--- src/rtl/lcd1602_responder.sv ---
// HD44780-style responder for the 16x2 LCD bus: latches rs/rw/data/en transactions,
// decodes the instruction set and maintains DDRAM, CGRAM, address counter and busy flag.
module lcd1602_responder #(
    parameter int unsigned BUSY_CYCLES_CMD  = 40,
    parameter int unsigned BUSY_CYCLES_HOME = 1600,
    parameter int unsigned SYNC_STAGES      = 2
) (
    input  logic       clk,
    input  logic       reset,
    input  logic       lcd_en,
    input  logic       lcd_rs,
    input  logic       lcd_rw,
    input  logic [7:0] lcd_data_in,
    output logic [7:0] lcd_data_out,
    output logic       busy,
    output logic [6:0] ac,
    output logic       ac_is_cgram,
    output logic       display_on,
    output logic       cursor_on,
    output logic       blink_on,
    output logic       entry_inc,
    output logic       two_line,
    output logic       mode_8bit,
    output logic       overrun,
    input  logic [6:0] dbg_ddram_addr,
    output logic [7:0] dbg_ddram_data,
    input  logic [5:0] dbg_cgram_addr,
    output logic [7:0] dbg_cgram_data
);

    localparam int unsigned CNT_W = $clog2(BUSY_CYCLES_HOME + BUSY_CYCLES_CMD + 1);
    localparam logic [6:0]  FILL_LAST = 7'd79;

    typedef enum logic [1:0] {IDLE, EXEC, BUSY, CLEAR_FILL} state_t;

    state_t                 state;
    logic [CNT_W-1:0]       cnt;
    logic [6:0]             fill_idx;
    logic                   lat_rs;
    logic [7:0]             lat_data;
    logic [SYNC_STAGES-1:0] en_sync;
    logic                   en_prev;
    logic                   en_rise;
    logic                   en_fall;

    logic [7:0] ddram [80];
    logic [7:0] cgram [64];

    logic       dd_we;
    logic       cg_we;
    logic [6:0] dd_waddr;
    logic [7:0] ram_wdata;

    function automatic logic dd_valid(input logic [6:0] a);
        return (a <= 7'h27) || (a >= 7'h40 && a <= 7'h67);
    endfunction

    // Second display line (0x40-0x67) packs directly after the first 40 cells.
    function automatic logic [6:0] dd_index(input logic [6:0] a);
        return (a < 7'h40) ? a : a - 7'h18;
    endfunction

    function automatic logic [6:0] step_ac(input logic [6:0] a, input logic cg, input logic inc);
        logic [6:0] r;
        if (cg) begin
            r = {1'b0, inc ? a[5:0] + 6'd1 : a[5:0] - 6'd1};
        end else if (inc) begin
            if (a < 7'h27 || (a >= 7'h40 && a < 7'h67)) r = a + 7'd1;
            else if (a < 7'h40)                          r = 7'h40;
            else                                         r = 7'h00;
        end else begin
            if ((a > 7'h00 && a <= 7'h27) || (a > 7'h40 && a <= 7'h67)) r = a - 7'd1;
            else if (a >= 7'h28 && a <= 7'h40)                          r = 7'h27;
            else                                                        r = 7'h67;
        end
        return r;
    endfunction

    always_ff @(posedge clk or negedge reset) begin
        if (!reset) begin
            en_sync <= '0;
            en_prev <= 1'b0;
        end else begin
            en_sync[0] <= lcd_en;
            for (int unsigned i = 1; i < SYNC_STAGES; i++) en_sync[i] <= en_sync[i-1];
            en_prev <= en_sync[SYNC_STAGES-1];
        end
    end

    assign en_rise = en_sync[SYNC_STAGES-1] & ~en_prev;
    assign en_fall = ~en_sync[SYNC_STAGES-1] & en_prev;

    always_comb begin
        dd_we     = 1'b0;
        cg_we     = 1'b0;
        dd_waddr  = '0;
        ram_wdata = '0;
        if (state == CLEAR_FILL) begin
            dd_we     = 1'b1;
            dd_waddr  = fill_idx;
            ram_wdata = 8'h20;
        end else if (state == EXEC && lat_rs) begin
            ram_wdata = lat_data;
            if (ac_is_cgram) begin
                cg_we = 1'b1;
            end else if (dd_valid(ac)) begin
                dd_we    = 1'b1;
                dd_waddr = dd_index(ac);
            end
        end
    end

    always_ff @(posedge clk) begin
        if (dd_we) ddram[dd_waddr] <= ram_wdata;
        if (cg_we) cgram[ac[5:0]] <= ram_wdata;
    end

    always_comb begin
        dbg_ddram_data = dd_valid(dbg_ddram_addr) ? ddram[dd_index(dbg_ddram_addr)] : '0;
        dbg_cgram_data = cgram[dbg_cgram_addr];
    end

    always_ff @(posedge clk or negedge reset) begin
        if (!reset) begin
            state        <= IDLE;
            cnt          <= '0;
            fill_idx     <= '0;
            lat_rs       <= 1'b0;
            lat_data     <= '0;
            lcd_data_out <= '0;
            busy         <= 1'b0;
            ac           <= '0;
            ac_is_cgram  <= 1'b0;
            display_on   <= 1'b0;
            cursor_on    <= 1'b0;
            blink_on     <= 1'b0;
            entry_inc    <= 1'b1;
            two_line     <= 1'b0;
            mode_8bit    <= 1'b1;
            overrun      <= 1'b0;
        end else begin
            overrun <= 1'b0;

            // Status reads are always served; data reads only when idle.
            if (en_rise && lcd_rw) begin
                if (!lcd_rs)          lcd_data_out <= {busy, ac};
                else if (busy)        overrun      <= 1'b1;
                else if (ac_is_cgram) lcd_data_out <= cgram[ac[5:0]];
                else if (dd_valid(ac)) lcd_data_out <= ddram[dd_index(ac)];
                else                  lcd_data_out <= '0;
            end

            case (state)
                IDLE: begin
                    if (en_fall) begin
                        if (!lcd_rw) begin
                            lat_rs   <= lcd_rs;
                            lat_data <= lcd_data_in;
                            busy     <= 1'b1;
                            state    <= EXEC;
                        end else if (lcd_rs) begin
                            ac <= step_ac(ac, ac_is_cgram, entry_inc);
                        end
                    end
                end

                EXEC: begin
                    state <= BUSY;
                    cnt   <= CNT_W'(BUSY_CYCLES_CMD - 1);
                    if (lat_rs) begin
                        ac <= step_ac(ac, ac_is_cgram, entry_inc);
                    end else begin
                        casez (lat_data)
                            8'b1???????: begin
                                ac          <= lat_data[6:0];
                                ac_is_cgram <= 1'b0;
                            end
                            8'b01??????: begin
                                ac          <= {1'b0, lat_data[5:0]};
                                ac_is_cgram <= 1'b1;
                            end
                            8'b001?????: begin
                                mode_8bit <= lat_data[4];
                                two_line  <= lat_data[3];
                            end
                            8'b0001????: begin
                                if (!lat_data[3]) ac <= step_ac(ac, ac_is_cgram, lat_data[2]);
                            end
                            8'b00001???: begin
                                display_on <= lat_data[2];
                                cursor_on  <= lat_data[1];
                                blink_on   <= lat_data[0];
                            end
                            8'b000001??: entry_inc <= lat_data[1];
                            8'b0000001?: begin
                                ac          <= '0;
                                ac_is_cgram <= 1'b0;
                                cnt         <= CNT_W'(BUSY_CYCLES_HOME - 1);
                            end
                            8'b00000001: begin
                                ac          <= '0;
                                ac_is_cgram <= 1'b0;
                                entry_inc   <= 1'b1;
                                cnt         <= CNT_W'(BUSY_CYCLES_HOME - 1);
                                fill_idx    <= '0;
                                state       <= CLEAR_FILL;
                            end
                            default: ;
                        endcase
                    end
                end

                // The fill consumes part of the clear's busy budget, one cell per clock.
                CLEAR_FILL: begin
                    fill_idx <= fill_idx + 7'd1;
                    cnt      <= cnt - 1'b1;
                    if (fill_idx == FILL_LAST) begin
                        if (cnt == '0) begin
                            busy  <= 1'b0;
                            state <= IDLE;
                        end else begin
                            state <= BUSY;
                        end
                    end
                end

                BUSY: begin
                    if (cnt == '0) begin
                        busy  <= 1'b0;
                        state <= IDLE;
                    end else begin
                        cnt <= cnt - 1'b1;
                    end
                end

                default: state <= IDLE;
            endcase

            if (state != IDLE && en_fall && !lcd_rw) overrun <= 1'b1;
        end
    end

endmodule

--- config.mk ---
export PLATFORM = sky130hd
export DESIGN_NAME = lcd1602_responder
export DESIGN_NICKNAME = d
export VERILOG_FILES = /design/src/rtl/lcd1602_responder.sv
export SDC_FILE = /design/constraint.sdc
export NUM_CORES = 2
export LEC_CHECK = 0
export ABC_AREA = 0
export CAP_MARGIN = 20
export CELL_PAD_IN_SITES_DETAIL_PLACEMENT = 0
export CELL_PAD_IN_SITES_GLOBAL_PLACEMENT = 1
export CORE_ASPECT_RATIO = 1.5
export CORE_MARGIN = 4
export CORE_UTILIZATION = 36
export DETAILED_ROUTE_END_ITERATION = 10
export PLACE_DENSITY_LB_ADDON = 0.2
export SETUP_SLACK_MARGIN = 0.4
export SLEW_MARGIN = 20
export SYNTH_ARGS = -nofsm -noshare
export SYNTH_HDL_FRONTEND = slang
export SYNTH_SLANG_ARGS = --single-unit
--- constraint.sdc ---
create_clock -name clk -period 5.4 [get_ports clk]
set_clock_uncertainty 0.05 [all_clocks]
set_input_delay 0.81 -clock clk [delete_from_list [all_inputs] [get_ports clk]]
set_output_delay 0.81 -clock clk [all_outputs]
set_load 0.01 [all_outputs]
# After elaboration in Yosys (flattened, before gate mapping)
# Memory sizes are Yosys's and may differ from the RTL's.
# Index checks and enable logic that the tools add are counted.
# totals
mem_count	2
word_cells	175
regBits	56
latchBits	0
inputBits	26
output_inout_bits	40
mem_bits_ro	0
ram_bits	1152
# mem_list
memory	words	width	read_ports	rd_ports_with_merged_regs	write_ports	line_no	source
ddram	80	8	2	0	1	46	logic [7:0] ddram [80];
cgram	64	8	2	0	1	47	logic [7:0] cgram [64];
# classes
n_mux	67
n_eq_ne	23
n_addsub	8
reduce_logical	37
order_cmp	14
shifts	0
mul	0
div_mod_pow	0
bitwise_logic	6
# ops
cell	n
$mux W7	21
$mux W8	7
$mux W11	3
$pmux W11 S3	1
$pmux W7 S2	2
$pmux W7 S4	1
$le A7 B7 Y1 const B	3
$lt A7 B7 Y1 const B	3
$mux W1	21
$reduce_and A3 Y1	6
$ne A2 B2 Y1 const B	8
$add A7 B1 Y7 const B	2
$ge A7 B7 Y1 const B	2
$le A7 B6 Y1 const B	2
$sub A7 B5 Y7 const B	2
$mux W6	2
$logic_not A11 Y1	1
$sub A11 B1 Y11 const B	1
$logic_and A1 B1 Y1	10
$mux W2	5
$reduce_bool A2 Y1	5
$eq A8 B1 Y1 const B	1
$pmux W2 S4	1
$reduce_and A4 Y1	2
other kinds (30)	43

# Depth between registers and ports, before layout
# logic_depth
word_depth	10
mapped_depth	13
ltp_nobuf	9

# Worst setup path before layout
# No wires, ideal clock.
# synth_timing
kind	flip-flop to flip-flop
startpoint	register state[1]
endpoint	memory cgram[0][1], data pin
t_required_ps	4479
period_less_slack_ps	4980
path_stages_with_launch	4
path_buffers	0
setup_slack_ps	420
setup_time_ps	871
arrival_time_ps	4059
cell_sequence	dfrtp_1 > nor2b_1 > nand2_1 > nor2_1
# synth_between
elab_chain_cells	4
word_cells_on_any_way	5
cone_classes	eq/ne (2); mux (2); reduce/logical (1)
# synth_rtl
element	line_no	source
from (decl)	36	state_t state;
from (signal assigned)	125	state <= IDLE;
from (signal assigned)	160	state <= EXEC;
from (signal assigned)	168	state <= BUSY;
$eq A2 B1 Y1	102	end else if (state == EXEC && lat_rs) begin
$logic_and A1 B1 Y1	102	
$mux W8	102	
$mux W8 (*)	98	if (state == CLEAR_FILL) begin
via ram_wdata[1]	52	logic [7:0] ram_wdata;
to (decl)	47	
# Mark *: on every way through the listed nets, which the timed path passes. The rest lies on a longest branch.

# Worst setup path in the final report
# layout_timing
startpoint	input dbg_ddram_addr[0]
endpoint	output dbg_ddram_data[3]
# layout_between
elab_chain_cells	4
word_cells_on_any_way	10
cone_classes	add/sub (1); order compare (4); mux (2); reduce/logical (2); memory (1)
# layout_rtl
element	line_no	source
from (decl)	25	input logic [6:0] dbg_ddram_addr,
$sub A7 B5 Y7, or another cell as far along	60	return (a < 7'h40) ? a : a - 7'h18;
$mux W7 or $logic_and A1 B1 Y1 (tied branches)	60, 55	
$mem_v2 Z80 W8 or $logic_or A1 B1 Y1 (tied branches)	--	
$mux W8 (*)	119	dbg_ddram_data = dd_valid(dbg_ddram_addr) ? ddram[dd_index(dbg_ddram_addr)] : '0;
to (decl)	26	output logic [7:0] dbg_ddram_data,
# Mark *: on every way between the ends. The rest lies on a longest branch, timed or not.

==> flow_summary.ini <==
[critical_path]
crit_fanout = 24
cp-start-kind = primary input
r2r_end = lcd_data_out[6]
rrSetupSlack_ns = 0.95
cp-end-kind = output pin
setup.worst_path.end = dbg_ddram_data[3]
worstPathArrival_ns = 4.06
required_ns = 4.54
critPathLaunch = dbg_ddram_addr[0]
path_class = in -> out
rr_startpoint = ac[2]
reg2reg_depth = 8

[timing]
finalCritPeriodShare_pct = 91.2
fin_tns_setup_ns = 0
hold_viol_final = 0
worst_pin_slew_ns = 1.18
setup_viol = 0
final_max_slew_viol_count = 0
setup_ws_ns = 0.476
min_period_ns = 4.92
rsz0062_at_grt = false
fmax_mhz = 203
relSlewSlack_pct = 21.1

[yosys]
synthFlopType = edfxtp_1
syn_area_mm2 = 0.0566
synth_commonest_cells = edfxtp_1 (1,152), mux4_2 (384), nor2_1 (248)
synth-compound-area-share_pct = 10.5
synth_warnings = 0
synth_edf_count = 1152
synth-simple-area-share_pct = 4.29
synth.most_common_cell = edfxtp_1
synth_top_cell_area_share_pct = 61.1
synth_mux_area_share_pct = 18.6
synth_adder_area_share_pct = 0.243
yosys.area.top_type = edfxtp_1
syn_nets = 3476
avgSynthCellArea_um2 = 16.5
synth_xor_area_share_pct = 0.325
postSynth.asyncResetShare_pct = 4.64
synth_top_family_by_area = multiplexers
synth_seq_cells = 1208
synth.distinct_cells = 87
ys_seq_area_share_pct = 63.6
synthCells = 3439
synth.area.top_cells = edfxtp_1 (61%), mux4_2 (15%), a22oi_1 (2.7%)

[power_and_ir_drop]
power_density_mw_per_mm2 = 399
p_leak_nw = 23.4
ir_drop_mv = 0.259

[route]
routed_wl_mm = 223
drtIter0Drc = 4019
vias_per_cell = 6.36
via_count = 37200
wl_per_cell_um = 38.1
post-route-drc-count = 0
firstDrtPassIters = 6
ant_nets = 0

[clock_tree]
cts_hold_buf = 0
clk_pin_slew_ns = 0.07
clockBufferDepth = 3
cts_tree = yes
clock-root-buffer = clkbuf_16
cts_max_level = 3
clkLatencyLatePin_ns = 0.75
numClockSinks = 1208
cts_setup_buffers = 0
cts_buffers = 121

[place]
post-dp-hpwl_mm = 152
placed_area_mm2 = 0.0616
place_ws_ns = 0.450
port-buffer-count = 65
place_congestion = 0.942

[floorplan]
io_pins = 66
dieArea_mm2 = 0.164
rows = 178
die_w_um = 332
fp.dieH_um = 494
core_area_mm2 = 0.157
start_util_pct = 36.2

[grt]
grt_pass1_vias = 37800
grt_max_degree = 94
antenna_found_initial = 9
globalRouteOverflowTotal = 0
grt_use_total_pct = 26.7
grt_pass1_wl_mm = 307

[run_status]
status = finished clean

[finish]
final_area_mm2 = 0.0656
final_util_pct = 41.9
fin_nets = 3717
drive_gt1_share_pct = 26.6
synthToLayoutAreaGrowth_pct = 15.8

[min_path]
hp-class = in -> async

[job]
cap_violations = 0
-- through the flow --
stage               hold WS (ns)  cells  power [mW]
floorplan                  0.281   3439        13.9
finish                     0.163   5850        26.2
global placement           0.304   5626        17.6
detailed placement         0.307   5627        17.6
global route               0.220   5849        26.8
CTS                        0.148   5848        26.2
-- worst max-delay path: stages --
cell	delay, ns
buf_8	0.28
buf_12	0.29
buf_4	0.26
mux4_2	0.58
mux4_2	0.52
mux2i_1	0.48
o31ai_1	0.23
clkdlybuf4s50_1	0.54
-- how the worst min path moves through the flow --
stage,from,to,slack (ns),depth (start not counted)
2_1_floorplan,en_sync[0],en_sync[1],0.28,0
3_3_place_gp,en_sync[0],en_sync[1],0.30,0
3_5_place_dp,en_sync[0],en_sync[1],0.31,0
4_1_cts,reset,lcd_data_out[2],0.15,2
5_1_grt,reset,lcd_data_out[1],0.22,2
6_report,reset,lcd_data_out[1],0.16,2
-- registers in the layout, summed over array words and instances, names as in the netlist --
signal and flops:
entry_inc 1, ddram 640, state 2, cgram 512, fill_idx 7, two_line 1
cnt 11, en_sync 2, lat_data 8, ac_is_cgram 1, cursor_on 1, mode_8bit 1
display_on 1, ac 7, lat_rs 1, busy 1, en_prev 1, blink_on 1
overrun 1, lcd_data_out 8
-- cell type report --
type | count | area, um^2
timing repair buffer | 389 | 3470
antenna | 2 | 5.00
tap | 2070 | 2590
fill | 14100 | 91000
clock inverter | 82 | 905
sequential | 1208 | 36000
inverter | 19 | 71.3
multi-input combinational | 1941 | 19400
clock buffer | 139 | 3100
-- logic make-up after synthesis --
family | Yosys count
fa+ha+maj | 11
compound gates | 813
xor+xnor | 21
flops | 1208
simple gates | 531
mux | 565
buf+inv | 290
-- cell usage in the layout, fill, tap and decap left out, types with 9 or more instances in the layout --
master,count
a221o_1,18
nand2_1,117
clkbuf_1,18
clkdlybuf4s50_1,55
a21oi_1,123
a22o_1,51
xnor2_1,13
a41oi_1,14
edfxtp_1,1152
bufinv_16,17
clkinv_2,21
clkinv_1,29
ha_1,11
o21ai_1,9
a211oi_1,14
a222oi_1,11
or3_1,9
a22oi_1,200
inv_1,12
mux4_2,384
nand2b_1,10
nand3_1,38
o31ai_1,18
mux2i_1,111
nor3_1,21
clkbuf_16,121
nor2_1,244
o2bb2ai_1,17
nor2b_1,9
o211ai_1,27
dfrtp_1,51
buf_4,292
a221oi_1,92
buf_12,31
mux2_2,63
o22ai_1,16
a31oi_1,49
o21ai_0,66
and2_1,9
-- routing by layer --
metal	part of all wire [%]	track usage (%)	vias to the layer above
li1	-	-	15000
met1	35	31.2	19700
met2	49	45.4	1958
met3	7.0	3.82	509
met4	8.4	18.7	2
met5	0.0058	0	-
-- power by group --
| group | internal [mW] | switching, mW |
|---|---|---|
| Combinational | 1.89 | 5.03 |
| Clock | 4.91 | 3.74 |
| Sequential | 10.3 | 0.339 |
-- what timing repair did --
item	CTS	global route
resized for setup	0	3
setup endpoints to repair	0	7
endpoints found under the hold margin	0	0
Note: power is estimated with default switching activity, not from simulation.
